[src/rtl/regfile_writeback_if.sv]
// Instruction, operand and writeback bundle between the requester/ALU side
// (master) and the register-file writeback unit (slave).
interface regfile_writeback_if #(
  parameter int DATA_WIDTH = 8,
  parameter int ADDR_WIDTH = 3
);

  logic                  instValid;
  logic                  instReady;
  logic [ADDR_WIDTH-1:0] rs1;
  logic [ADDR_WIDTH-1:0] rs2;
  logic [ADDR_WIDTH-1:0] rd;
  logic [DATA_WIDTH-1:0] readData1;
  logic [DATA_WIDTH-1:0] readData2;
  logic [DATA_WIDTH-1:0] aluResult;
  logic                  wbDone;
  logic [ADDR_WIDTH-1:0] wbAddr;
  logic [DATA_WIDTH-1:0] wbData;

  // Requester and ALU side: issues instructions, returns the ALU sum
  modport master (
    output instValid,
    output rs1,
    output rs2,
    output rd,
    output aluResult,
    input  instReady,
    input  readData1,
    input  readData2,
    input  wbDone,
    input  wbAddr,
    input  wbData
  );

  // Register-file side: supplies operands, writes the result back
  modport slave (
    input  instValid,
    input  rs1,
    input  rs2,
    input  rd,
    input  aluResult,
    output instReady,
    output readData1,
    output readData2,
    output wbDone,
    output wbAddr,
    output wbData
  );

endinterface

[src/rtl/regfile_writeback_unit.sv]
// Register file with operand launch and delayed ALU-result writeback.
// One instruction in flight at a time: operands are registered on accept,
// the ALU is given ALU_WAIT_CYCLES edges to settle, then aluResult lands in rd.
// A test/boot load port writes registers while idle; a debug port reads them.
module regfile_writeback_unit #(
  parameter int DATA_WIDTH      = 8,
  parameter int ADDR_WIDTH      = 3,
  parameter int ALU_WAIT_CYCLES = 1,
  parameter int ZERO_REG        = 0
) (
  input  logic                  clk,
  input  logic                  reset,
  regfile_writeback_if.slave    bus,
  input  logic                  loadEn,
  input  logic [ADDR_WIDTH-1:0] loadAddr,
  input  logic [DATA_WIDTH-1:0] loadData,
  input  logic [ADDR_WIDTH-1:0] dbgAddr,
  output logic [DATA_WIDTH-1:0] dbgData
);

  localparam int DEPTH = 2 ** ADDR_WIDTH;

  // Pre-edge counter value on the writeback edge; the counter starts at 0
  // on the accept edge, so the writeback edge sees ALU_WAIT_CYCLES-1.
  localparam logic [3:0] LAST_COUNT = 4'(ALU_WAIT_CYCLES - 1);

  typedef enum logic [0:0] {
    IDLE,
    EXEC
  } stateT;

  stateT                 state;
  logic [3:0]            waitCount;
  logic [ADDR_WIDTH-1:0] rdHold;
  logic [DATA_WIDTH-1:0] regFile [DEPTH];
  logic                  accept;

  // Register 0 is hard-wired to zero when ZERO_REG is set
  function automatic logic isZeroReg(input logic [ADDR_WIDTH-1:0] addr);
    return (ZERO_REG != 0) && (addr == '0);
  endfunction

  function automatic logic [DATA_WIDTH-1:0] readReg(input logic [ADDR_WIDTH-1:0] addr);
    return isZeroReg(addr) ? '0 : regFile[addr];
  endfunction

  // Ready only while idle and out of reset; accept is the handshake edge
  always_comb begin
    bus.instReady = (state == IDLE) && !reset;
    accept        = bus.instValid && bus.instReady;
  end

  // Debug read port is a plain combinational view of the register file
  always_comb begin
    dbgData = readReg(dbgAddr);
  end

  // Control FSM, register file, operand and writeback registers
  always_ff @(posedge clk) begin
    if (reset) begin
      state         <= IDLE;
      waitCount     <= '0;
      rdHold        <= '0;
      bus.readData1 <= '0;
      bus.readData2 <= '0;
      bus.wbDone    <= 1'b0;
      bus.wbAddr    <= '0;
      bus.wbData    <= '0;
      for (int i = 0; i < DEPTH; i++) begin
        regFile[i] <= '0;
      end
    end else begin
      bus.wbDone <= 1'b0;
      case (state)
        IDLE: begin
          if (loadEn && !isZeroReg(loadAddr)) begin
            regFile[loadAddr] <= loadData;
          end
          if (accept) begin
            bus.readData1 <= readReg(bus.rs1);
            bus.readData2 <= readReg(bus.rs2);
            rdHold        <= bus.rd;
            waitCount     <= '0;
            state         <= EXEC;
          end
        end
        EXEC: begin
          if (waitCount == LAST_COUNT) begin
            if (!isZeroReg(rdHold)) begin
              regFile[rdHold] <= bus.aluResult;
            end
            bus.wbAddr <= rdHold;
            bus.wbData <= bus.aluResult;
            bus.wbDone <= 1'b1;
            waitCount  <= '0;
            state      <= IDLE;
          end else begin
            waitCount <= waitCount + 4'd1;
          end
        end
        default: begin
          state <= IDLE;
        end
      endcase
    end
  end

endmodule

[src/flat_wrapper.sv]
// flat-port wrapper written by rule: the top's interface ports become plain ports
module regfile_writeback_unit_flat 
#(
  parameter int DATA_WIDTH      = 8,
  parameter int ADDR_WIDTH      = 3,
  parameter int ALU_WAIT_CYCLES = 1,
  parameter int ZERO_REG        = 0
)
  (clk, reset, loadEn, loadAddr, loadData, dbgAddr, dbgData, bus_instValid, bus_rs1, bus_rs2, bus_rd, bus_aluResult, bus_instReady, bus_readData1, bus_readData2, bus_wbDone, bus_wbAddr, bus_wbData);
  regfile_writeback_if #(.DATA_WIDTH(DATA_WIDTH), .ADDR_WIDTH(ADDR_WIDTH)) bus_i ();
  input  logic clk;
  input  logic reset;
  input  logic loadEn;
  input  logic [ADDR_WIDTH-1:0] loadAddr;
  input  logic [DATA_WIDTH-1:0] loadData;
  input  logic [ADDR_WIDTH-1:0] dbgAddr;
  output logic [DATA_WIDTH-1:0] dbgData;
  input wire logic [$bits(bus_i.instValid)-1:0] bus_instValid;
  input wire logic [$bits(bus_i.rs1)-1:0] bus_rs1;
  input wire logic [$bits(bus_i.rs2)-1:0] bus_rs2;
  input wire logic [$bits(bus_i.rd)-1:0] bus_rd;
  input wire logic [$bits(bus_i.aluResult)-1:0] bus_aluResult;
  output wire logic [$bits(bus_i.instReady)-1:0] bus_instReady;
  output wire logic [$bits(bus_i.readData1)-1:0] bus_readData1;
  output wire logic [$bits(bus_i.readData2)-1:0] bus_readData2;
  output wire logic [$bits(bus_i.wbDone)-1:0] bus_wbDone;
  output wire logic [$bits(bus_i.wbAddr)-1:0] bus_wbAddr;
  output wire logic [$bits(bus_i.wbData)-1:0] bus_wbData;
  assign bus_i.instValid = bus_instValid;
  assign bus_i.rs1 = bus_rs1;
  assign bus_i.rs2 = bus_rs2;
  assign bus_i.rd = bus_rd;
  assign bus_i.aluResult = bus_aluResult;
  assign bus_instReady = bus_i.instReady;
  assign bus_readData1 = bus_i.readData1;
  assign bus_readData2 = bus_i.readData2;
  assign bus_wbDone = bus_i.wbDone;
  assign bus_wbAddr = bus_i.wbAddr;
  assign bus_wbData = bus_i.wbData;
  regfile_writeback_unit #(.DATA_WIDTH(DATA_WIDTH), .ADDR_WIDTH(ADDR_WIDTH), .ALU_WAIT_CYCLES(ALU_WAIT_CYCLES), .ZERO_REG(ZERO_REG)) u_core (.clk(clk), .reset(reset), .bus(bus_i), .loadEn(loadEn), .loadAddr(loadAddr), .loadData(loadData), .dbgAddr(dbgAddr), .dbgData(dbgData));
endmodule
[config.mk]
export PLATFORM = sky130hd
export DESIGN_NAME = regfile_writeback_unit_flat
export DESIGN_NICKNAME = d
export VERILOG_FILES = /design/src/rtl/regfile_writeback_if.sv /design/src/rtl/regfile_writeback_unit.sv /design/src/flat_wrapper.sv
export SDC_FILE = /design/constraint.sdc
export NUM_CORES = 1
export LEC_CHECK = 0
export CAP_MARGIN = 10
export CELL_PAD_IN_SITES_DETAIL_PLACEMENT = 0
export CELL_PAD_IN_SITES_GLOBAL_PLACEMENT = 1
export CORE_ASPECT_RATIO = 2
export CORE_MARGIN = 2
export CORE_UTILIZATION = 33
export CTS_CLUSTER_DIAMETER = 40
export DETAILED_ROUTE_END_ITERATION = 8
export DONT_BUFFER_PORTS = 1
export PLACE_DENSITY = 0.62
export SKIP_LAST_GASP = 1
export SYNTH_ARGS = -nofsm -noshare
export SYNTH_HDL_FRONTEND = slang
export SYNTH_SLANG_ARGS = --single-unit
[constraint.sdc]
create_clock -name clk -period 2.8 [get_ports clk]
set_input_delay 0.28 -clock clk [delete_from_list [all_inputs] [get_ports clk]]
set_output_delay 0.28 -clock clk [all_outputs]
set_load 0.02 [all_outputs]
* Yosys cells after proc, flatten, opt, wreduce, memory -nomap -nowiden
Memory sizes are Yosys's and may differ from the RTL's. A register that Yosys moved wholly into a read port is not among the register bits.
Cells that the tools add are included.
** Storage, ports and cells
- Flip-flop bits (word level) :: 20
- Memory bits (writable) :: 64
- Memories kept :: 1
** Memory list
- u_core.regFile :: words 8, width 8, read ports 3, clocked after memory_dff 2, wr ports 8, RTL line regfile_writeback_unit.sv:35 : logic [DATA_WIDTH-1:0] regFile [DEPTH];
** Cells by class
- Add/subtract/negate cells :: 1
- Equality and inequality tests :: 1
- Multiplexer cells :: 22
- Bitwise gates (word level) :: 1
- Reduce and logical (&&, ||, !) cells :: 8
** Operator list (count)
- 8-bit 2-to-1 mux :: 2
- 8-bit OR reduction :: 2
- 1-bit 2-to-1 mux :: 14
- 4-bit 2-to-1 mux :: 2
- 4-bit case mux with 2 select lines :: 1
- 3-bit 2-to-1 mux :: 2
- 4-bit by 1-bit adder with 4-bit output (second input constant) :: 1
- 4-bit logical NOT :: 1
- 2-bit AND reduction :: 2
- 1-bit logical AND :: 2
- 2-bit by 1-bit != test with 1-bit output (second input constant) :: 1
- 1-bit case mux with 2 select lines :: 1
- 1-bit logical NOT :: 1
- 1-bit NOT :: 1

* Longest topological paths before layout
Gate-level depths: netlist (run 1).
- Depth after elaboration :: 7
- Depth in mapped cells :: 7

* Worst setup path after synthesis (run 1)
OpenSTA, ideal clock, no wires.
- Kind :: register -> register
- Start :: register u_core.waitCount[0]
- End :: memory u_core.regFile[6][0], enable pin
- Library setup time :: 0.384 ns
- Arrival :: 1.880 ns
- Required time :: 2.416 ns
- Setup slack :: 0.536 ns
- Cell stages (with the launch flop) :: 8
- Period minus slack after synthesis :: 2.264 ns
- Cells stage by stage :: dfxtp_1 > inv_1 > ha_1 > and4bb_2 > buf_6 > buf_6 > nand2_1 > o21ai_0
** RTL lines
- start, declared :: RTL line regfile_writeback_unit.sv:33 : logic [3:0] waitCount;
- start signal, assigned :: RTL line regfile_writeback_unit.sv:98 : waitCount <= waitCount + 4'd1;
- end, declared :: RTL line regfile_writeback_unit.sv:35

==> flow_metrics.py, run 1 <==
metrics = {
    "worst_setup_path": {
        "rr_worst_depth": 5,
        "crit_top_cell": "buf_4",
        "cp.required_ns": 2.78,
        "r2r-start": "u_core.state",
        "crit_arrival_ns": 2.29,
        "rrSetupSlack_ns": 0.50,
        "slowest_delay_ns": 0.57,
        "cpMaxStageDelayCell": "nand3b_1",
        "cp_max_fo": 14,
        "reg2reg_to": "u_core.regFile[7][7]",
        "crit_chain": "buf_4 > nor4bb_1 > buf_4 > nand3_1 > nand3b_1",
        "worstSetupStartpointType": "flop",
        "crit_start": "u_core.state",
        "critPathKind": "flop to flop",
        "crit_path_end_kind": "flop",
    },
    "clock_tree": {
        "root_buffer": "clkbuf_16",
        "insertion_delay_ns": 0.35,
        "clock_tree.htree_level_count": 3,
        "clkTransAtPathRegs_ns": 0.07,
        "clk_path_buf_depth": 2,
        "post_cts_buffers": 0,
        "cts_sinks": 100,
        "postCtsHoldBufs": 2,
        "postCtsResizedCells": 0,
        "cts_tree": "built",
        "numCtsBuffers": 9,
    },
    "floorplan": {
        "die-area_mm2": 0.0177,
        "ios": 72,
        "start_util_pct": 33.6,
        "fp.dieW_um": 95.0,
        "die_h_um": 186,
        "fp-row-count": 66,
        "fp.coreArea_mm2": 0.0163,
    },
    "sta": {
        "fin_crit_sh_pct": 82.3,
        "hold_viol": 0,
        "timing.slew.headroom_pct": 35.8,
        "tns_ns": 0,
        "rsz0062_at_grt": "false",
        "slew_violations": 0,
        "fin_skew_ns": 0.00886,
        "max_freq_ghz": 0.434,
        "tightest_slew_ns": 0.962,
        "fin_ws_ns": 0.495,
        "fin_crit_ns": 2.30,
        "setup_violations": 0,
    },
    "yosys": {
        "ys_warn_count": 0,
        "syn_area_mm2": 0.00546,
        "synthTopCellsByArea": "edfxtp_1 (35%), mux4_2 (20%), dfxtp_1 (13%)",
        "ys_seq_area_share_pct": 48.4,
        "ys_ff_latch": 100,
        "synth_top_area_share_pct": 35.2,
        "synth_area_leader_cell": "edfxtp_1",
        "postSynthCellCount": 419,
        "syn_avg_cell_area_um2": 13.0,
        "syn_nets": 456,
        "ys_types": 43,
    },
    "hold_path": {
        "hold_depth": 1,
        "whs_endpoint": "u_core.bus.readData1[4]",
        "holdCritPathClass": "input pin to flop",
        "min_from": "reset",
    },
    "cells_and_area": {
        "layout-drive-gt1-share_pct": 23.9,
        "finish.net_count": 447,
        "final_cell_mix": "edfxtp_1 (64), mux4_2 (48), a21oi_1 (37)",
        "syn2layout_area_growth_pct": 9.65,
        "regArea_mm2": 0.00264,
        "nFillCells": 1575,
        "multi_input_area_mm2": 0.00263,
        "final_common_cell": "edfxtp_1",
        "fin_cells": 619,
        "antenna_cells": 0,
    },
    "status": {
        "status": "finished clean",
    },
    "route": {
        "drtPass1Iterations": 4,
        "ant_nets": 0,
        "wl_per_cell_um": 24.5,
        "drt_iter0_markers": 262,
        "vias": 3750,
        "avgViaCountPerCell": 6.06,
        "drc": 0,
        "routed_wl_um": 15200,
    },
    "placement": {
        "dp_cells": 600,
        "dpl.hpwl_um": 11700,
        "dp_slack_ns": 0.464,
        "numPortBuffers": 0,
        "gp_congestion": 0.868,
    },
    "grt": {
        "grt_usage_pct": 18.2,
        "grt_first_pass_wirelength_um": 23400,
        "grt_overflow": 0,
        "antenna_found_initial": 0,
        "grt_max_degree": 71,
        "grt_pass1_vias": 4080,
    },
    "power": {
        "fin_total_pwr_mw": 3.53,
        "p_leak_nw": 2.04,
        "max-vdd-ir-drop_uv": 303,
        "powerDensity_mw_per_mm2": 590,
    },
    "run": {
        "maxCapViolCount": 0,
    },
}
==> Yosys cell counts, drive strengths merged <==
master and n:
nand4bb 1, edfxtp 64, nor3 17, inv 5, dfxtp 36, xor2 2
mux2i 4, nor3b 3, or3b 2, and3b 1, nand4b 1, o311ai 1
clkbuf 17, mux2 8, a211oi 17, a32oi 5, nor2b 4, nor2 25
o21ai 9, ha 2, a22oi 24, and4bb 1, nand3 2, nand4 1
o22ai 15, nor4bb 1, a211o 1, a21oi 37, nand2 24, o2111ai 2
nand2b 6, nand3b 12, a31oi 1, nor4 2, buf 18, mux4 48
==> per-layer routing <==
layer	GRT usage [%]	vias to the layer above	wire (um)	part of all wire (%)
met5	0	-	0	0
met4	11.1	0	841	5.5
met3	4.94	51	913	6.0
met2	34.1	153	8610	57
met1	17.0	1872	4790	32
li1	-	1674	-	-
==> stage by stage <==
stage	hold slack, ns	instance area, um2	utilization, %
6_report	0.0508	5990	36.8
5_1_grt	0.0108	5990	36.8
4_1_cts	0.00170	5980	36.7
3_5_place_dp	0.359	5640	34.7
3_3_place_gp	0.359	5640	34.7
2_1_floorplan	0.416	5460	-
==> flip-flops by register name, summed over array words and instances, names as in the netlist <==
name	cells
u_core.state	1
u_core.bus.wbDone	1
u_core.bus.readData1	8
u_core.regFile	64
u_core.rdHold	3
u_core.bus.readData2	8
u_core.bus.wbData	8
u_core.bus.wbAddr	3
u_core.waitCount	4
==> where the power goes <==
group	leakage (nW)	internal, mW	switching, mW
sequential	0.960	1.66	0.108
combinational	0.933	0.204	0.219
clock	0.149	0.785	0.557
total	2.04	2.65	0.884
==> critical path: cells and delay by family, from the launching register on <==
kind                   cells  cell delay, ns
DFF                        1            0.32
buffers and inverters      2            0.39
and+or+nand+nor            3            1.23
==> how the worst max path moves through the flow <==
stage | endpoint | slack (ns) | cells past startpoint
floorplan | u_core.regFile[6][0] | 0.54 | 7
global placement | u_core.regFile[7][6] | 0.49 | 5
detailed placement | u_core.regFile[7][6] | 0.46 | 5
CTS | u_core.regFile[7][0] | 0.45 | 5
global route | u_core.regFile[7][7] | 0.33 | 5
finish | u_core.regFile[7][7] | 0.50 | 5
==> cells by family after synthesis <==
kind of cell	share of synthesized area (%)
buffers and inverters	3.44
XOR/XNOR	0.321
AO/OA/AOI/OAI	13.8
flip-flops	48.4
adder cells (fa/ha/maj)	0.458
multiplexers	22.2
AND/OR/NAND/NOR	11.4
==> final cells by class <==
class,count,share of cell area (%)
sequential,100,44.1
multi-input combinational,279,44.0
tap,204,4.26
clock buffer,10,3.82
timing repair buffer,15,2.01
clock inverter,6,1.48
inverter,5,0.313
No activity file was read; power rests on OpenSTA's default activity.
==> inputs of run 2 (changes only) <==
--- a/config.mk
+++ b/config.mk
@@ -14,7 +14,7 @@
 export CTS_CLUSTER_DIAMETER = 40
 export DETAILED_ROUTE_END_ITERATION = 8
 export DONT_BUFFER_PORTS = 1
-export PLACE_DENSITY = 0.62
+export PLACE_DENSITY = 0.64
 export SKIP_LAST_GASP = 1
 export SYNTH_ARGS = -nofsm -noshare
 export SYNTH_HDL_FRONTEND = slang
==> constraint.sdc (replaced) <==
create_clock -name clk -period 2.1 [get_ports clk]
set_input_delay 0.21 -clock clk [delete_from_list [all_inputs] [get_ports clk]]
set_output_delay 0.21 -clock clk [all_outputs]
set_load 0.02 [all_outputs]
==> run 2 against run 1 <==
Against the previous run:
- power increased by 30%
- largest power group unchanged
- hold slack got worse by 0.047 ns
- worst setup slack got worse by 0.37 ns
- cell area increased by 3.1%
- critical endpoint is now u_core.regFile[6][6]
- flip-flop and latch count unchanged
==> flow_metrics.py, run 2 (synthesis gave the netlist of run 1 again) <==
metrics = {
    "grt": {
        "grt_max_degree": 49,
        "antenna_found_initial": 0,
        "grt_overflow": 0,
        "grt_pass1_vias": 4107,
        "grt_first_pass_wirelength_um": 24000,
        "grt_usage_pct": 18.6,
    },
    "clock_tree": {
        "numCtsBuffers": 9,
        "clk_path_buf_depth": 2,
        "cts_sinks": 100,
        "cts_tree": "built",
        "insertion_delay_ns": 0.35,
        "clock_tree.htree_level_count": 3,
        "root_buffer": "clkbuf_16",
        "clkTransAtPathRegs_ns": 0.07,
    },
    "floorplan": {
        "fp-row-count": 66,
        "fp.coreArea_mm2": 0.0163,
        "die_h_um": 186,
        "die-area_mm2": 0.0177,
        "start_util_pct": 33.6,
        "fp.dieW_um": 95.0,
        "ios": 72,
    },
    "run": {
        "maxCapViolCount": 0,
    },
    "worst_setup_path": {
        "worstSetupStartpointType": "flop",
        "cpMaxStageDelayCell": "o2111ai_1",
        "crit_arrival_ns": 2.16,
        "slowest_delay_ns": 0.37,
        "rrSetupSlack_ns": 0.13,
        "cp.required_ns": 2.29,
        "crit_family": "compound AO/OA/AOI/OAI gates",
        "crit_chain": "inv_1 > ha_1 > and4bb_2 > buf_4 > o2111ai_1 > a22oi_1",
        "critPathKind": "flop to flop",
        "crit_path_end_kind": "flop",
        "critPathBufInv": 2,
        "cp_max_fo": 8,
    },
    "power": {
        "p_leak_nw": 2.14,
        "max-vdd-ir-drop_uv": 383,
        "powerDensity_mw_per_mm2": 746,
    },
    "route": {
        "drtPass1Iterations": 5,
        "avgViaCountPerCell": 5.79,
        "ant_nets": 0,
        "routed_wl_um": 15500,
        "drc": 0,
        "drt_iter0_markers": 266,
        "vias": 3714,
        "wl_per_cell_um": 24.1,
    },
    "sta": {
        "fin_crit_sh_pct": 93.9,
        "rsz0062_at_grt": "false",
        "hold_viol": 0,
        "tightest_slew_ns": 0.749,
        "tns_ns": 0,
        "fin_skew_ns": 0.0126,
        "timing.slew.headroom_pct": 50.0,
        "max_freq_ghz": 0.507,
        "whs_ns": 0.00414,
        "setup_violations": 0,
        "slew_violations": 0,
        "fin_crit_ns": 1.97,
    },
    "cells_and_area": {
        "syn2layout_area_growth_pct": 13.0,
        "finish.net_count": 469,
        "final_common_cell": "edfxtp_1",
        "largest_reg_flops": 64,
        "antenna_cells": 0,
        "final_cell_mix": "edfxtp_1 (64), mux4_2 (48), a21oi_1 (37)",
        "fin_cells": 641,
        "largest_register": "u_core.regFile",
        "layout-drive-gt1-share_pct": 27.5,
    },
    "hold_path": {
        "holdCritPathClass": "input pin to flop",
    },
    "status": {
        "status": "finished clean",
    },
    "placement": {
        "dp_cells": 616,
        "dpl.hpwl_um": 11900,
        "numPortBuffers": 0,
        "gp_congestion": 0.806,
    },
}
run 2: cell count changes in the layout (fill, tap and decap cells not counted), moves of 2 or more:
| cell | previous run | this run |
|---|---|---|
| bufinv_16 | 2 | 0 |
| buf_4 | 12 | 27 |
| dlygate4sd3_1 | 3 | 7 |
| buf_12 | 0 | 3 |
| nand2b_1 | 6 | 4 |
| nand2b_2 | 0 | 2 |
run 2: metrics by stage:
stage	worst slack [ns]	utilization [%]	power, mW	cell area [um2]
finish	0.128	37.9	4.60	6170
global route	0.00496	37.9	4.78	6170
CTS	0.000142	37.9	4.64	6160
detailed placement	0.0224	35.6	3.01	5780
global placement	0.0731	35.6	2.99	5780
floorplan	0.0551	-	2.87	5460
run 2: path summary, 6_finish.rpt:
kind,from,to,depth (start not counted)
setup / recovery,u_core.waitCount[0],u_core.regFile[6][6],6
hold / removal,bus_rd[0],u_core.rdHold[0],2
setup reg to reg,u_core.waitCount[0],u_core.regFile[6][6],6
hold reg to reg,u_core.waitCount[0],u_core.waitCount[0],2
run 2: layout make-up:
class	instances	area, um2
clock buffer	10	239
fill	1551	10100
inverter	5	18.8
clock inverter	6	46.3
timing repair buffer	37	333
tap	204	255
multi-input combinational	279	2640
sequential	100	2640
run 2: per-layer routing:
metal | track usage (%) | part of all wire [%]
met5 | 0 | 0
met3 | 3.48 | 4.7
met1 | 17.5 | 33
met2 | 35.4 | 58
met4 | 11.7 | 4.4
run 2: repair_timing:
item | CTS | global route
endpoints found under the hold margin | 36 | 0
setup endpoints to repair | 0 | 17
setup buffers | 0 | 1
hold buffers | 8 | 0
gates resized for setup | 0 | 2
run 2: report_power, final:
group          switching, mW  leakage, nW  internal, mW
Sequential             0.146        0.960          2.21
Clock                  0.770        0.135         0.845
Combinational          0.313         1.05         0.315
Total                   1.23         2.14          3.37
